$ cat src/rtl/iter_divider.sv
// Multi-cycle restoring divider for DIV/DIVU: quotient goes to LO, remainder to HI.
// One quotient bit per cycle via trial subtraction; sign fix-up runs in a final cycle.
module iter_divider #(
  parameter int unsigned WIDTH = 32
) (
  input  logic             clk,
  input  logic             rst,
  input  logic             start,
  input  logic             is_signed,
  input  logic [WIDTH-1:0] dividend,
  input  logic [WIDTH-1:0] divisor,
  output logic             busy,
  output logic             done,
  output logic [WIDTH-1:0] quotient,
  output logic [WIDTH-1:0] remainder,
  output logic             div_by_zero
);

  localparam int unsigned MSB = WIDTH - 1;
  localparam int unsigned CW  = (WIDTH > 1) ? $clog2(WIDTH) : 1;
  localparam logic [CW-1:0] LAST_CNT = CW'(WIDTH - 1);

  typedef enum logic [1:0] {
    IDLE = 2'd0,
    CALC = 2'd1,
    FIX  = 2'd2
  } state_t;

  state_t state;
  state_t state_next;

  logic             sgn_r;
  logic             neg_q_r;
  logic             neg_r_r;
  logic             dbz_r;
  logic [WIDTH-1:0] quo_r;
  logic [WIDTH-1:0] rem_r;
  logic [WIDTH-1:0] div_r;
  logic [CW-1:0]    cnt_r;

  logic             accept;
  logic             divisor_zero;
  logic [WIDTH-1:0] dividend_mag;
  logic [WIDTH-1:0] divisor_mag;
  logic [WIDTH:0]   shifted;
  logic [WIDTH:0]   trial;
  logic             borrow;
  logic [WIDTH-1:0] quo_fixed;
  logic [WIDTH-1:0] rem_fixed;

  // Next-state decode; a zero divisor skips the iteration phase entirely.
  always_comb begin
    state_next = state;
    case (state)
      IDLE: begin
        if (start) begin
          state_next = divisor_zero ? FIX : CALC;
        end
      end
      CALC: begin
        if (cnt_r == LAST_CNT) begin
          state_next = FIX;
        end
      end
      FIX:     state_next = IDLE;
      default: state_next = IDLE;
    endcase
  end

  always_ff @(posedge clk) begin
    if (rst) begin
      state <= IDLE;
    end else begin
      state <= state_next;
    end
  end

  // Operand conditioning at capture: magnitudes for DIV, raw bits for DIVU.
  always_comb begin
    accept       = (state == IDLE) && start;
    divisor_zero = (divisor == '0);
    dividend_mag = (is_signed && dividend[MSB]) ? WIDTH'(0 - dividend) : dividend;
    divisor_mag  = (is_signed && divisor[MSB])  ? WIDTH'(0 - divisor)  : divisor;
  end

  // One restoring step: the borrow out of the trial subtract is the less-than decision.
  always_comb begin
    shifted = {rem_r, quo_r[MSB]};
    trial   = shifted - {1'b0, div_r};
    borrow  = trial[WIDTH];
  end

  // Sign fix-up: quotient negative when operand signs differ, remainder follows the dividend.
  always_comb begin
    quo_fixed = (sgn_r && neg_q_r) ? WIDTH'(0 - quo_r) : quo_r;
    rem_fixed = (sgn_r && neg_r_r) ? WIDTH'(0 - rem_r) : rem_r;
  end

  always_ff @(posedge clk) begin
    if (rst) begin
      sgn_r       <= 1'b0;
      neg_q_r     <= 1'b0;
      neg_r_r     <= 1'b0;
      dbz_r       <= 1'b0;
      quo_r       <= '0;
      rem_r       <= '0;
      div_r       <= '0;
      cnt_r       <= '0;
      busy        <= 1'b0;
      done        <= 1'b0;
      quotient    <= '0;
      remainder   <= '0;
      div_by_zero <= 1'b0;
    end else begin
      busy <= (state_next != IDLE);
      done <= (state == FIX);

      case (state)
        IDLE: begin
          if (accept) begin
            sgn_r   <= is_signed;
            neg_q_r <= dividend[MSB] ^ divisor[MSB];
            neg_r_r <= dividend[MSB];
            dbz_r   <= divisor_zero;
            // Divide-by-zero hands back the untouched dividend as the remainder.
            quo_r   <= divisor_zero ? dividend : dividend_mag;
            div_r   <= divisor_mag;
            rem_r   <= '0;
            cnt_r   <= '0;
          end
        end
        CALC: begin
          if (!borrow) begin
            rem_r <= trial[WIDTH-1:0];
          end else begin
            rem_r <= shifted[WIDTH-1:0];
          end
          quo_r <= {quo_r[MSB-1:0], ~borrow};
          cnt_r <= cnt_r + CW'(1);
        end
        FIX: begin
          div_by_zero <= dbz_r;
          if (dbz_r) begin
            quotient  <= '1;
            remainder <= quo_r;
          end else begin
            quotient  <= quo_fixed;
            remainder <= rem_fixed;
          end
        end
        default: ;
      endcase
    end
  end

endmodule

$ cat config.mk
export PLATFORM = sky130hd
export DESIGN_NAME = iter_divider
export DESIGN_NICKNAME = d
export VERILOG_FILES = /design/src/rtl/iter_divider.sv
export SDC_FILE = /design/constraint.sdc
export NUM_CORES = 1
export LEC_CHECK = 0
export CORE_MARGIN = 2
export CORE_UTILIZATION = 30
export DETAILED_ROUTE_END_ITERATION = 7
export PLACE_DENSITY_LB_ADDON = 0.08
export SYNTH_ARGS = -nofsm -noshare
export SYNTH_HDL_FRONTEND = slang
export SYNTH_SLANG_ARGS = --single-unit
$ cat constraint.sdc
create_clock -name clk -period 8.45 [get_ports clk]
set_input_delay 1.69 -clock clk [delete_from_list [all_inputs] [get_ports clk]]
set_output_delay 1.69 -clock clk [all_outputs]
set_load 0.03 [all_outputs]
==> results.cfg, run 1 <==
[drt]
drt_iter0_markers = 722
wirelength_mm = 35.7
via_per_inst = 5.19
drtPass1Iterations = 7
final_antenna_net_count = 0
wl_per_cell_um = 17.9
route.vias.total = 10400
drcViolationCount = 0

[finish]
area_growth_pct = 20.3
final_layout_size_suffix_gt1_share_pct = 4.65
finalNetCount = 1624
antenna_cells = 0

[worst_setup_path]
cp.required_ns = 8.72
rrSetupSlack_ns = 4.43
cp_cell_sequence = clkdlybuf4s50_1, or3_1, nor4_2, nand4_1, or4_4, and3_1, o31ai_1, xnor2_1, a222oi_1, nor2_1
critPathArrivalTime_ns = 4.95
slowest_stage = or4_4
critPathKind = in -> reg
path_max_fanout = 18
start_kind = input pin
end_kind = register
crit_path_max_incr_delay_ns = 0.55

[clock_tree]
cts_tree = done
clk_pin_slew_ns = 0.07
clockRootBuffer = clkbuf_16
clk_latency_ns = 0.44
cts_resized = 0
htree_levels = 4
postCtsHoldBufs = 0
clock_sinks = 174
postCtsSetupBuffers = 0
numCtsBuffers = 17
cts.path.max_buffers = 2

[logic_synthesis]
ys_types = 69
syn_area_um2 = 11000
netlist.area_leader.share_pct = 31.7
synth_edf_count = 0
synth_area_leaders = dfxtp_1, nand2_1, xnor2_1, nor2_1, a21oi_1
syn_nets = 1557
synth_flop_cell = dfxtp_1
syn_avg_cell_area_um2 = 7.57
ys_seq_area_share_pct = 31.7
ys_async_sr_fraction_pct = 0
yosys.area.top_type = dfxtp_1
synth_seq_cells = 174
ys_warn_count = 0
netlist_instances = 1450

[pwr]
ir_drop_mv = 0.113
power.leakage_nw = 4.73
p_total_mw = 2.02
p_per_area_nw_per_um2 = 153

[placed_design]
hpwl_mm = 26.8
gp_congestion = 0.833
port_buffers = 134
pre_cts_ws_ns = 3.36

[global_route]
grt_pass1_wl_mm = 56.1
grt_pass1_vias = 9780
grt_max_degree = 102
antenna_found_initial = 0
overflow = 0
groute.usage.overall_pct = 18.7

[floorplanning]
core-area_um2 = 36300
die-area_um2 = 38100
die_w_um = 195
die_h_um = 195
io_pins = 135
initial_core_util_pct = 30.2
row_count = 70

[timing]
slew_violations = 0
setup_violations = 0
rsz0062_at_grt = no
maxSlewHeadroom_pct = 22.3
period_share_pct = 55.3
tightest_slew_ns = 1.17
finalWorstSetupSlack_ns = 3.78
fin_skew_ns = 0.0117
post-route-min-period_ns = 4.67
finalHoldViolations = 0
timing.fmax_ghz = 0.214
tns_ns = 0

[run_status]
status = finished, final reports clean

[worst_hold_path]
hold_path.class = reg -> reg

[job]
cap_viol_max_count = 0
-- layer usage --
metal / part of all wire [%] / GRT usage [%] / vias to the layer above
li1: - / - / 5314
met1: 48 / 25.3 / 4784
met2: 46 / 31.1 / 235
met3: 3.7 / 2.49 / 32
met4: 2.0 / 5.43 / 0
met5: 0 / 0 / -
-- layout make-up --
class                           instances  area [um^2]
Fill cell                            3909        23100
Multi-Input combinational cell       1127         6940
Sequential cell                       174         3480
Timing Repair Buffer                  146         1430
Tap cell                              468          586
Clock buffer                           19          433
Inverter                               51          191
Clock inverter                         11          145
-- worst max-delay path: cells and delay by family --
kind	cells	cell delay, ns
buf+inv	1	0.48
xor+xnor	1	0.09
compound gates	2	0.53
simple gates	6	2.15
-- Yosys cell counts (12+ instances only) --
library cell / instances
nand2_1: 182
dfxtp_1: 174
nor2_1: 166
a21oi_1: 122
o21ai_0: 108
clkbuf_1: 83
xnor2_1: 75
xor2_1: 63
inv_1: 51
nor3_1: 47
a211oi_1: 46
ha_1: 38
a222oi_1: 30
o31ai_1: 23
or3_1: 19
a21o_1: 16
nand3_1: 16
nor4_1: 13
and3_1: 12
-- cell families after synthesis --
logic type                 count (synthesis)  share of synthesized area [%]
adders and majority gates                 39                           4.51
xor gates and xnor gates                 138                           11.0
DFF                                      174                           31.7
muxes                                      9                          0.843
and+or+nand+nor                          523                           21.8
AOI/OAI and AO/OA                        418                           24.8
buffers and inverters                    149                           5.28
-- cells in the final DEF (no fill, tap or decap), drive strengths merged, types with 13 or more instances in the layout --
cell type,count
nor4,16
clkbuf,19
xnor2,75
a222oi,30
inv,51
o21ai,109
or3,20
a21o,16
o31ai,23
xor2,63
nand2,182
a21oi,122
ha,38
dfxtp,174
a211oi,46
clkdlybuf4s50,133
nand3,17
nor3,49
nor2,166
buf,13
-- registers in the layout, summed over array words and instances (netlist names) --
signal,flops
neg_r_r,1
rem_r,32
div_by_zero,1
dbz_r,1
state,2
quotient,32
sgn_r,1
done,1
neg_q_r,1
remainder,32
div_r,32
busy,1
cnt_r,5
quo_r,32
-- power by group --
part	total, mW	switching (mW)	internal (mW)
Combinational	0.334	0.194	0.140
Clock	0.801	0.340	0.461
Sequential	0.889	0.0415	0.848
-- metrics by stage --
step	hold WS [ns]	std cells	area [um^2]	util, %
floorplan	0.432	1450	11000	-
global placement	0.444	1966	12600	34.8
detailed placement	0.448	1966	12600	34.8
CTS	0.457	1996	13200	36.3
global route	0.477	1996	13200	36.3
finish	0.454	1996	13200	36.3
-- path summary, 6_finish.rpt --
check,start,end,cells past startpoint
max,divisor[19],quo_r[17]$_SDFFE_PP0P_,10
min reg2reg,div_r[15]$_SDFFE_PP0P_,div_r[15]$_SDFFE_PP0P_,2
min,div_r[15]$_SDFFE_PP0P_,div_r[15]$_SDFFE_PP0P_,2
max reg2reg,quo_r[31]$_SDFFE_PP0P_,quo_r[0]$_SDFFE_PP0P_,13
Power figures use the tool's default switching activity.
==> run 2: changes to the inputs <==
==> constraint.sdc (replaced) <==
create_clock -name clk -period 4.8 [get_ports clk]
set_input_delay 0.96 -clock clk [delete_from_list [all_inputs] [get_ports clk]]
set_output_delay 0.96 -clock clk [all_outputs]
set_load 0.03 [all_outputs]
==> run 2 against run 1 <==
Compared with the run above:
- total power increased by 79%
- core utilization increased by 0.23 points
- register-to-register slack got worse by 3.6 ns
- worst setup slack got worse by 3.0 ns
- combinational power increased by 78%
- via count about the same
- sequential power increased by 75%
- critical endpoint unchanged
==> results.cfg, run 2 (synthesized netlist as in run 1, its figures left out) <==
[pwr]
p_per_area_nw_per_um2 = 272
ir_drop_mv = 0.239
power.leakage_nw = 4.77

[placed_design]
port_buffers = 134
dpl.cell_count = 1972
gp_congestion = 0.835
hpwl_mm = 27.5

[worst_hold_path]
min_to = remainder[15]$_SDFFE_PP0P_
holdCritStartpoint = remainder[15]$_SDFFE_PP0P_
hold_path_depth = 2
hold_path.class = reg -> reg

[run_status]
status = finished, final reports clean

[floorplanning]
die_h_um = 195
die_w_um = 195
row_count = 70
initial_core_util_pct = 30.2
die-area_um2 = 38100
io_pins = 135
core-area_um2 = 36300

[worst_setup_path]
rrSetupSlack_ns = 0.83
r2r_cells = 12
worst_r2r_endpoint = rem_r[31]$_SDFFE_PP0P_
crit_family = simple AND/OR/NAND/NOR gates
end_kind = register
slowest_stage = or4_4
crit_path_max_incr_delay_ns = 0.55
critPathArrivalTime_ns = 4.26
path_max_fanout = 18
cp.required_ns = 5.08
reg2reg_from = quo_r[31]$_SDFFE_PP0P_
crit_buf_inv = 1
critPathKind = in -> reg
start_kind = input pin
cp_cell_sequence = clkdlybuf4s50_1, or3_1, nor4_2, nand4_1, or4_4, and3_1, o31ai_1, xnor2_1, a222oi_1, nor2_1

[finish]
final_layout_size_suffix_gt1_share_pct = 5.21
area_growth_pct = 21.1
final_util_pct = 36.6
final_common_cell = nand2_1
layout_common_cells = nand2_1, dfxtp_1, nor2_1
instances_no_fill = 2004
finalNetCount = 1630
antenna_cells = 0

[timing]
slew_violations = 0
tns_ns = 0
tightest_slew_ns = 1.02
whs_ns = 0.455
rsz0062_at_grt = no
finalHoldViolations = 0
setup_violations = 0
fin_skew_ns = 0.0133
post-route-min-period_ns = 3.98
period_share_pct = 83.0
maxSlewHeadroom_pct = 32.2
timing.fmax_ghz = 0.251

[global_route]
grt_pass1_vias = 10000
overflow = 0
groute.usage.overall_pct = 19.1
grt_max_degree = 93
antenna_found_initial = 1
grt_pass1_wl_mm = 57.4

[drt]
drtPass1Iterations = 5
wirelength_mm = 36.2
wl_per_cell_um = 18.1
drcViolationCount = 0
routed.top_layer = met4
dr_wl_met3_mm = 1.16
met2_length_mm = 16.9
drt_iter0_markers = 723
final_antenna_net_count = 0
met1Wirelength_mm = 17.5
route.vias.total = 10400
via_per_inst = 5.17

[clock_tree]
postCtsHoldBufs = 0
clk_pin_slew_ns = 0.07
numCtsBuffers = 17
cts_resized = 0
clock_sinks = 174
clk_latency_ns = 0.44
htree_levels = 4
clockRootBuffer = clkbuf_16
cts.path.max_buffers = 2
postCtsSetupBuffers = 0
cts_tree = done

[job]
cap_viol_max_count = 0
-- run 2: per-layer routing --
layer  vias to the layer above  GRT usage, %
li1                       5329             -
met1                      4812          25.6
met2                       195          32.3
met3                        26          2.64
met4                         0          5.09
met5                         -             0
-- run 2: layout make-up --
cell class / count / area, um^2
Sequential cell: 174 / 3480
Inverter: 51 / 191
Multi-Input combinational cell: 1127 / 6940
Clock buffer: 19 / 443
Fill cell: 3917 / 23100
Clock inverter: 13 / 165
Timing Repair Buffer: 152 / 1490
Tap cell: 468 / 586
-- run 2: worst max-delay path by stage --
stage                           start                      to  slack, ns  depth (start not counted)
6_report                  divisor[19]  quo_r[17]$_SDFFE_PP0P_       0.82                         10
5_1_grt        quo_r[31]$_SDFFE_PP0P_  rem_r[31]$_SDFFE_PP0P_       0.50                         12
4_1_cts        quo_r[31]$_SDFFE_PP0P_  rem_r[31]$_SDFFE_PP0P_       0.81                         12
3_5_place_dp              divisor[19]  quo_r[17]$_SDFFE_PP0P_       0.36                         10
3_3_place_gp              divisor[19]  quo_r[17]$_SDFFE_PP0P_       0.41                         10
2_1_floorplan            dividend[14]  quo_r[29]$_SDFFE_PP0P_       1.51                          9
-- run 2: metrics by stage --
step / setup slack, ns / area (um^2) / power [mW]
3_3_place_gp: 0.413 / 12700 / 2.19
6_report: 0.817 / 13300 / 3.62
5_1_grt: 0.505 / 13300 / 3.79
2_1_floorplan: 1.51 / 11000 / 1.97
4_1_cts: 0.809 / 13300 / 3.66
3_5_place_dp: 0.362 / 12700 / 2.20
-- run 2: worst reg2reg max path, delay by kind of cell, from the launching register on --
family / cells / cell delay (ns)
AO/OA/AOI/OAI: 6 / 1.77
adder cells (fa/ha/maj): 2 / 0.70
buffers and inverters: 2 / 0.63
flip-flops: 1 / 0.40
AND/OR/NAND/NOR: 2 / 0.37
-- run 2: where the power goes --
part | leakage (nW) | internal (mW) | switching, mW | total [mW]
combinational | 3.07 | 0.250 | 0.344 | 0.594
clock | 0.286 | 0.836 | 0.629 | 1.46
sequential | 1.42 | 1.49 | 0.0717 | 1.56
